===== src/rtl/rv32i_enc_pkg.sv =====
// Shared RV32I encoder definitions: instruction formats, opcodes and the HALT word.
// Also used by the control decoder, so opcode names stay in step on both sides.
package rv32i_enc_pkg;

    typedef enum logic [2:0] {
        FMT_R    = 3'd0,
        FMT_I    = 3'd1,
        FMT_S    = 3'd2,
        FMT_B    = 3'd3,
        FMT_U    = 3'd4,
        FMT_J    = 3'd5,
        FMT_HALT = 3'd6,
        FMT_RSVD = 3'd7
    } fmt_e;

    typedef enum logic [1:0] {
        ST_IDLE  = 2'd0,
        ST_WRITE = 2'd1,
        ST_DONE  = 2'd2
    } ld_state_e;

    localparam logic [6:0] R_TYPE = 7'b0110011;
    localparam logic [6:0] I_TYPE = 7'b0010011;
    localparam logic [6:0] LW     = 7'b0000011;
    localparam logic [6:0] SW     = 7'b0100011;
    localparam logic [6:0] BR     = 7'b1100011;
    localparam logic [6:0] JAL    = 7'b1101111;
    localparam logic [6:0] JALR   = 7'b1100111;
    localparam logic [6:0] LUI    = 7'b0110111;
    localparam logic [6:0] AUIPC  = 7'b0010111;
    localparam logic [6:0] HALT   = 7'b1111111;

    localparam logic [31:0] HALT_WORD = 32'h0000_007F;

    // True when v is the sign extension of its low 'bits' bits.
    function automatic logic fits_signed(logic [31:0] v, int bits);
        logic [31:0] hi;
        hi = $signed(v) >>> (bits - 1);
        return (hi == '0) || (hi == '1);
    endfunction

endpackage


===== src/rtl/instr_pack.sv =====
// Combinational RV32I word packer for one decoded instruction description.
// Define IMM_RANGE_CHECK_EN to flag immediates that do not fit their format.
module instr_pack
    import rv32i_enc_pkg::*;
(
    input  logic [2:0]  fmt_i,
    input  logic [6:0]  opcode_i,
    input  logic [4:0]  rd_i,
    input  logic [4:0]  rs1_i,
    input  logic [4:0]  rs2_i,
    input  logic [2:0]  funct3_i,
    input  logic [6:0]  funct7_i,
    input  logic [31:0] imm_i,
    output logic [31:0] word_o,
    output logic        halt_o,
    output logic        viol_o
);

    logic isShift;
    assign isShift = (opcode_i == I_TYPE) && ((funct3_i == 3'b001) || (funct3_i == 3'b101));

    always_comb begin
        word_o = HALT_WORD;
        halt_o = 1'b0;
        case (fmt_i)
            FMT_R: word_o = {funct7_i, rs2_i, rs1_i, funct3_i, rd_i, opcode_i};
            // Shift-immediates carry funct7 in the upper immediate bits.
            FMT_I: word_o = isShift ? {funct7_i, imm_i[4:0], rs1_i, funct3_i, rd_i, opcode_i}
                                    : {imm_i[11:0], rs1_i, funct3_i, rd_i, opcode_i};
            FMT_S: word_o = {imm_i[11:5], rs2_i, rs1_i, funct3_i, imm_i[4:0], opcode_i};
            FMT_B: word_o = {imm_i[12], imm_i[10:5], rs2_i, rs1_i, funct3_i,
                             imm_i[4:1], imm_i[11], opcode_i};
            FMT_U: word_o = {imm_i[31:12], rd_i, opcode_i};
            FMT_J: word_o = {imm_i[20], imm_i[10:1], imm_i[11], imm_i[19:12], rd_i, opcode_i};
            default: begin
                word_o = HALT_WORD;
                halt_o = 1'b1;
            end
        endcase
    end

`ifdef IMM_RANGE_CHECK_EN
    always_comb begin
        viol_o = 1'b0;
        case (fmt_i)
            FMT_I, FMT_S: viol_o = !fits_signed(imm_i, 12);
            FMT_B:        viol_o = !fits_signed(imm_i, 13) || imm_i[0];
            FMT_J:        viol_o = !fits_signed(imm_i, 21) || imm_i[0];
            FMT_U:        viol_o = (imm_i[11:0] != 12'd0);
            default:      viol_o = 1'b0;
        endcase
    end
`else
    assign viol_o = 1'b0;
`endif

endmodule


===== src/rtl/instr_encoder_loader.sv =====
// Encodes one instruction per handshake and writes it to instruction memory.
// Stops on HALT or a full memory; IMM_RANGE_CHECK_EN enables the immediate error path.
module instr_encoder_loader
    import rv32i_enc_pkg::*;
#(
    parameter int ADDR_W = 9
) (
    input  logic              clk,
    input  logic              reset,
    input  logic              req_valid,
    output logic              req_ready,
    input  logic [2:0]        req_fmt,
    input  logic [6:0]        req_opcode,
    input  logic [4:0]        req_rd,
    input  logic [4:0]        req_rs1,
    input  logic [4:0]        req_rs2,
    input  logic [2:0]        req_funct3,
    input  logic [6:0]        req_funct7,
    input  logic [31:0]       req_imm,
    output logic              mem_we,
    output logic [ADDR_W-1:0] mem_addr,
    output logic [31:0]       mem_wdata,
    input  logic              mem_ack,
    input  logic              restart,
    output logic              done,
    output logic              err,
    output logic [ADDR_W:0]   count
);

    localparam logic [ADDR_W:0] LAST = {1'b0, {ADDR_W{1'b1}}};

    ld_state_e         state_q, state_d;
    logic [ADDR_W-1:0] addr_q, addr_d;
    logic [ADDR_W:0]   count_q, count_d;
    logic [31:0]       wdata_q, wdata_d;
    logic              we_q, we_d;
    logic              done_q, done_d;
    logic              err_q, err_d;
    logic              halt_q, halt_d;

    logic [31:0] packWord;
    logic        packHalt;
    logic        packViol;

    instr_pack u_pack (
        .fmt_i    (req_fmt),
        .opcode_i (req_opcode),
        .rd_i     (req_rd),
        .rs1_i    (req_rs1),
        .rs2_i    (req_rs2),
        .funct3_i (req_funct3),
        .funct7_i (req_funct7),
        .imm_i    (req_imm),
        .word_o   (packWord),
        .halt_o   (packHalt),
        .viol_o   (packViol)
    );

    logic lastWord;
    assign lastWord = (count_q == LAST);

    always_ff @(posedge clk or posedge reset) begin
        if (reset) begin
            state_q <= ST_IDLE;
            addr_q  <= '0;
            count_q <= '0;
            wdata_q <= '0;
            we_q    <= 1'b0;
            done_q  <= 1'b0;
            err_q   <= 1'b0;
            halt_q  <= 1'b0;
        end else begin
            state_q <= state_d;
            addr_q  <= addr_d;
            count_q <= count_d;
            wdata_q <= wdata_d;
            we_q    <= we_d;
            done_q  <= done_d;
            err_q   <= err_d;
            halt_q  <= halt_d;
        end
    end

    always_comb begin
        state_d = state_q;
        case (state_q)
            ST_IDLE:  if (req_valid) state_d = packViol ? ST_DONE : ST_WRITE;
            ST_WRITE: if (mem_ack) state_d = (halt_q || lastWord) ? ST_DONE : ST_IDLE;
            ST_DONE:  if (restart) state_d = ST_IDLE;
            default:  state_d = ST_IDLE;
        endcase
    end

    // Datapath register updates mirror the transitions chosen above.
    always_comb begin
        req_ready = (state_q == ST_IDLE);
        addr_d    = addr_q;
        count_d   = count_q;
        wdata_d   = wdata_q;
        we_d      = we_q;
        done_d    = done_q;
        err_d     = err_q;
        halt_d    = halt_q;
        case (state_q)
            ST_IDLE: begin
                if (req_valid) begin
                    if (packViol) begin
                        err_d  = 1'b1;
                        done_d = 1'b1;
                    end else begin
                        wdata_d = packWord;
                        halt_d  = packHalt;
                        we_d    = 1'b1;
                    end
                end
            end
            ST_WRITE: begin
                if (mem_ack) begin
                    we_d    = 1'b0;
                    addr_d  = addr_q + ADDR_W'(1);
                    count_d = count_q + (ADDR_W+1)'(1);
                    done_d  = halt_q || lastWord;
                end
            end
            ST_DONE: begin
                if (restart) begin
                    addr_d  = '0;
                    count_d = '0;
                    err_d   = 1'b0;
                    done_d  = 1'b0;
                end
            end
            default: ;
        endcase
    end

    assign mem_we    = we_q;
    assign mem_addr  = addr_q;
    assign mem_wdata = wdata_q;
    assign done      = done_q;
    assign err       = err_q;
    assign count     = count_q;

endmodule


===== config.mk =====
export PLATFORM = sky130hd
export DESIGN_NAME = instr_encoder_loader
export DESIGN_NICKNAME = d
export VERILOG_FILES = /design/src/rtl/rv32i_enc_pkg.sv /design/src/rtl/instr_pack.sv /design/src/rtl/instr_encoder_loader.sv
export SDC_FILE = /design/constraint.sdc
export NUM_CORES = 1
export LEC_CHECK = 0
export CAP_MARGIN = 30
export CORE_UTILIZATION = 45
export DETAILED_ROUTE_END_ITERATION = 16
export GPL_TIMING_DRIVEN = 0
export PLACE_DENSITY = 0.93
export SLEW_MARGIN = 20
export SYNTH_ARGS = -nofsm -noshare
export SYNTH_HDL_FRONTEND = slang
export SYNTH_SLANG_ARGS = --single-unit
export TNS_END_PERCENT = 30

===== constraint.sdc =====
create_clock -name clk -period 3.5 [get_ports clk]
set_clock_uncertainty 0.15 [all_clocks]
set_input_delay 0.7 -clock clk [delete_from_list [all_inputs] [get_ports clk]]
set_output_delay 0.7 -clock clk [all_outputs]
set_load 0.05 [all_outputs]

==> results of run 1 <==
[cell type report]
| class | instances | area (µm²) | area share |
|---|---|---|---|
| Sequential cell | 56 | 1400 | 0.319 |
| Tap cell | 77 | 96.3 | 0.0219 |
| Inverter | 5 | 21.3 | 0.00484 |
| Timing Repair Buffer | 124 | 1240 | 0.282 |
| Multi-Input combinational cell | 223 | 1420 | 0.322 |
| Clock buffer | 5 | 68.8 | 0.0156 |
| Buffer | 22 | 131 | 0.0299 |
| Clock inverter | 3 | 23.8 | 0.00540 |
[cell families after synthesis]
kind of cell | Yosys count | share of synthesized area
AOI/OAI and AO/OA | 70 | 0.176
xor gates and xnor gates | 10 | 0.0295
other | 1 | 0.00126
buffers and inverters | 27 | 0.0506
muxes | 16 | 0.0548
DFF | 56 | 0.472
and+or+nand+nor | 124 | 0.207
adders and majority gates | 2 | 0.00843
[Yosys cell counts (all sizes together) (2+ instances only)]
cell	instances	area, µm²
a211o	2	17.5
inv	5	18.8
o21ai	12	60.1
nand2b	2	12.5
xor2	3	26.3
or3b	2	17.5
nor4	5	31.3
nor2	50	190
clkbuf	9	33.8
a221o	2	20.0
a21oi	12	60.1
nand3	8	40.0
or2	2	12.5
and3	3	18.8
nand2	25	96.4
dfrtp	56	1400
a22o	6	52.6
a211oi	4	30.0
a221oi	14	135
xnor2	7	61.3
mux2i	14	140
nand3b	2	15.0
nor3	5	25.0
or4	3	22.5
nand4	4	25.0
mux2	2	22.5
o22a	7	61.3
nor2b	7	43.8
buf	13	97.6
and3b	2	17.5
a21boi	2	15.0
a22oi	5	37.5
ha	2	25.0
[critical path, stage by stage (launching register included)]
cell,delay (ns)
dfrtp_1,0.38
buf_2,0.17
nor2_1,0.13
clkdlybuf4s50_1,0.82
[routing by layer]
layer,part of all wire,GRT usage,vias up
met4,0.015,0.0690,0
met5,0,0,-
li1,-,-,1365
met1,0.42,0.295,1385
met3,0.083,0.0676,13
met2,0.49,0.395,140
[worst min-delay path by stage]
stage                  startpoint       endpoint  slack, ns  depth (start not counted)
floorplan                  halt_q         halt_q       0.31                          1
global placement    mem_wdata[22]  mem_wdata[22]       0.31                          2
detailed placement         mem_we         mem_we       0.32                          2
CTS                        mem_we         mem_we       0.35                          2
global route               mem_we         mem_we       0.37                          2
finish                     mem_we         mem_we       0.34                          2
[sequential cells by signal (all words and copies together) (netlist names)]
register / cells
count: 10
halt_q: 1
state_q: 2
mem_we: 1
mem_addr: 9
done: 1
mem_wdata: 32
[power by group]
group / internal, mW / switching, mW
sequential: 0.893 / 0.175
combinational: 0.719 / 1.30
clock: 0.142 / 0.226
total: 1.75 / 1.71
[metrics by stage]
step	hold WS [ns]	worst slack [ns]	cell area [µm²]	total power, mW	instances
after floorplan	0.315	1.28	2970	2.39	306
after global placement	0.314	0.251	4300	3.07	507
after detailed placement	0.321	0.642	4310	3.11	507
after CTS	0.346	0.827	4400	3.48	515
after global routing	0.374	0.759	4400	3.63	515
final	0.340	0.838	4400	3.46	515
==> flow_summary.yaml, run 1 <==
placement:
  numPortBuffers: 124
  gp_congestion: 0.875
  dp_hpwl_um: 6180
floorplanning:
  core_mm2: 0.00635
  num_io_pins: 127
  die_h_um: 83.2
  die_width_um: 83.2
  rows: 29
  start_util: 0.467
  die_area_mm2: 0.00692
clocking:
  clk_latency_ns: 0.31
  ctsHtreeMaxLevel: 2
  clock-root-buffer: "clkbuf_8"
  cts_resized: 0
  cts_num_sinks: 56
  numCtsBuffers: 5
  ctsHoldBuffers: 0
  postCtsSetupBuffers: 0
  cts_tree: "yes"
  clk_path_buf_depth: 2
  clk_pin_slew_ns: 0.11
setup_path:
  critical_path.max_fanout: 10
  cp.required_ns: 2.65
  startpoint_type: "flop"
  cp-startpoint: "state_q[1]"
  r2r_slack_ns: 1.35
  crit_end: "req_ready"
  rr_endpoint: "mem_wdata[0]"
  r2r_cells: 5
  crit_type: "reg2out"
  r2r-start: "state_q[1]"
  cp_data_arrival_time_ns: 1.81
  cp-end-kind: "output pin"
layout:
  final_core_util: 0.693
  n_fill_cell: 502
  n_antenna_cell: 0
  layout_commonest_cell: "clkdlybuf4s50_1"
  mostFrequentLayoutCells: "clkdlybuf4s50_1 (124), dfrtp_1 (56), nor2_1 (49)"
  final_net_count: 511
  syn2layout_area_growth_pct: 48.3
  drive_gt1_frac: 0.0662
synth:
  async_reset_ff_frac: 1.00
  syn-num-nets: 380
  synth_edf_count: 0
  yosysWarnings: 0
  yosys_register_bits: 56
  synthFlopType: "dfrtp_1"
  avgSynthCellArea_um2: 9.69
  netlist_instances: 306
  synthDistinctLibCells: 50
  seq_area_frac_synth: 0.472
  synth_area_mm2: 0.00297
power:
  power_density_mw_per_mm2: 787
  power_leakage_nw: 1.84
  vdd_drop_max_uv: 621
timing:
  final_max_slew_viol_count: 0
  period_needed_ns: 2.66
  period_share: 0.761
  setup_viol: 0
  hold_viol: 0
  worst_pin_slew_ns: 0.683
  max_slew_margin: 0.545
  rsz0062_at_grt: "no"
  finalSetupTns_ns: 0
  fmax_ghz: 0.376
drt:
  ant_nets: 0
  drc: 0
  drtIter0Drc: 124
  num_vias: 2903
  wl_per_cell_um: 15.9
  viasPerCell: 5.64
  finalWirelength_um: 8190
  firstDrtPassIters: 4
run:
  maxCapViolCount: 0
hold_path:
  min_path_type: "reg2reg"
global_routing:
  grt_max_degree: 57
  grtUsageTotal: 0.235
  antenna_found_initial: 0
  grt_pass1_vias: 2718
  grt_overflow: 0
  grt_pass1_wl_um: 13100
outcome:
  status: "finished clean"
Note: power is estimated with default switching activity, not from simulation.
==> run 2: changes to the inputs <==
CORE_UTILIZATION = 39   (was 45)
PLACE_DENSITY = 0.87   (was 0.93)
clock period = 2.4 ns   (was 3.5 ns; I/O delays follow)
==> flow_summary.yaml, run 2 (synthesis results as in run 1) <==
outcome:
  status: "finished clean"
timing:
  worst_pin_slew_ns: 0.693
  hold_viol: 0
  finalSetupTns_ns: 0
  setup_viol: 0
  rsz0062_at_grt: "no"
  fmax_ghz: 0.436
  period_share: 0.955
  period_needed_ns: 2.29
  hold_slack_ns: 0.336
  final_max_slew_viol_count: 0
  max_slew_margin: 0.538
layout:
  syn2layout_area_growth_pct: 49.3
  n_antenna_cell: 0
  final_net_count: 511
  finalNonFillerCells: 537
  drive_gt1_frac: 0.0662
  mostFrequentLayoutCells: "clkdlybuf4s50_1 (123), dfrtp_1 (56), nor2_1 (49)"
  n_fill_cell: 663
  final_area_mm2: 0.00443
  layout_commonest_cell: "clkdlybuf4s50_1"
  largest_reg_flops: 32
drt:
  ant_nets: 0
  num_vias: 2915
  finalWirelength_um: 8770
  top_layer: "met4"
  firstDrtPassIters: 4
  drtIter0Drc: 124
  wl_per_cell_um: 16.3
  wl_met2_um: 4350
  drc: 0
  viasPerCell: 5.43
  met3_length_um: 617
  wl_met1_um: 3630
setup_path:
  cp_num_cells: 6
  critical_path.max_fanout: 10
  cp-end-kind: "flop"
  path_cells: "clkdlybuf4s50_1, buf_2, nand2_1, nand2_1, clkbuf_1, o21ai_0"
  r2r_cells: 5
  cp.required_ns: 2.42
  cp_common_cell: "nand2_1"
  critPathTopFamily: "buffers and inverters"
  cp_data_arrival_time_ns: 2.32
  startpoint_type: "input port"
  crit_buf_inv: 3
  cp_slowest_cell: "clkdlybuf4s50_1"
  max_stage_delay_ns: 0.56
  crit_type: "in2reg"
floorplanning:
  die_width_um: 89.2
  core_mm2: 0.00729
  start_util: 0.407
  rows: 31
  die_area_mm2: 0.00796
  die_h_um: 89.2
  num_io_pins: 127
placement:
  gp_congestion: 0.903
  placed_area_mm2: 0.00433
  numPortBuffers: 124
  dp_cells: 529
  dp_hpwl_um: 6560
power:
  power_density_mw_per_mm2: 1150
  p_seq_frac: 0.309
  internal_power_mw: 2.58
  power_switching_mw: 2.52
  finalPower_mw: 5.09
  power_frac_comb: 0.584
  power_leakage_nw: 1.84
  vdd_drop_max_uv: 734
  p_clk_frac: 0.107
  swShare: 0.494
clocking:
  clk_pin_slew_ns: 0.10
  numCtsBuffers: 5
  clk_path_buf_depth: 2
  ctsHoldBuffers: 0
  ctsHtreeMaxLevel: 2
  clock-root-buffer: "clkbuf_8"
  cts_num_sinks: 56
  cts_tree: "yes"
  clk_latency_ns: 0.31
hold_path:
  min_path_type: "reg2reg"
  hold_path_depth: 2
global_routing:
  grt_pass1_wl_um: 13900
  antenna_found_initial: 0
  grt_pass1_vias: 2973
  grt_overflow: 0
  grt_max_degree: 57
  grtUsageTotal: 0.227
run:
  maxCapViolCount: 0
## run 2: area by class of cell
class | instances | area (µm²) | area share
Multi-Input combinational cell | 223 | 1420 | 0.319
Clock inverter | 2 | 15.0 | 0.00339
Tap cell | 99 | 124 | 0.0280
Inverter | 5 | 21.3 | 0.00480
Sequential cell | 56 | 1400 | 0.316
Buffer | 22 | 131 | 0.0297
Clock buffer | 6 | 82.6 | 0.0186
Timing Repair Buffer | 124 | 1240 | 0.280
## run 2: worst reg2reg max path, stage by stage (launching register included)
cell and delay, ns:
dfrtp_1 0.37, buf_2 0.17, nor3b_4 0.43, nand2_1 0.31
clkbuf_1 0.35, o22a_1 0.26
## run 2: stage by stage
step           setup slack, ns  utilization
3_5_place_dp            -0.232        0.594
5_1_grt                 0.0212        0.608
2_1_floorplan            0.399            -
4_1_cts                 0.0842        0.608
3_3_place_gp            -0.607        0.594
6_report                 0.107        0.608
## run 2: per-layer routing
layer | global-route usage | vias up
met5 | 0 | -
met2 | 0.402 | 132
met3 | 0.0554 | 14
li1 | - | 1370
met1 | 0.267 | 1399
met4 | 0.0851 | 0
## run 2: path summary, 6_finish.rpt
check	from	to	slack, ns
max	req_fmt[1]	mem_wdata[22]	0.11
min	mem_we	mem_we	0.34
max reg2reg	state_q[1]	mem_wdata[0]	0.26
min reg2reg	mem_we	mem_we	0.34
max in group asynchronous	reset	mem_wdata[12]	1.17
min in group asynchronous	reset	mem_addr[5]	0.48
## run 2: power groups by stage
| stage | logic (mW) | registers (mW) | clock network, mW |
|---|---|---|---|
| CTS | 2.99 | 1.57 | 0.566 |
| floorplan | 0.723 | 2.76 | 0 |
| global placement | 2.93 | 1.57 | 0 |
| finish | 2.97 | 1.57 | 0.547 |
| detailed placement | 2.99 | 1.58 | 0 |
| global route | 3.13 | 1.62 | 0.596 |
## run 2: repair_timing
action	in CTS	in global routing
setup endpoints to repair	1	0
gates resized for setup	1	0
setup buffers	0	0
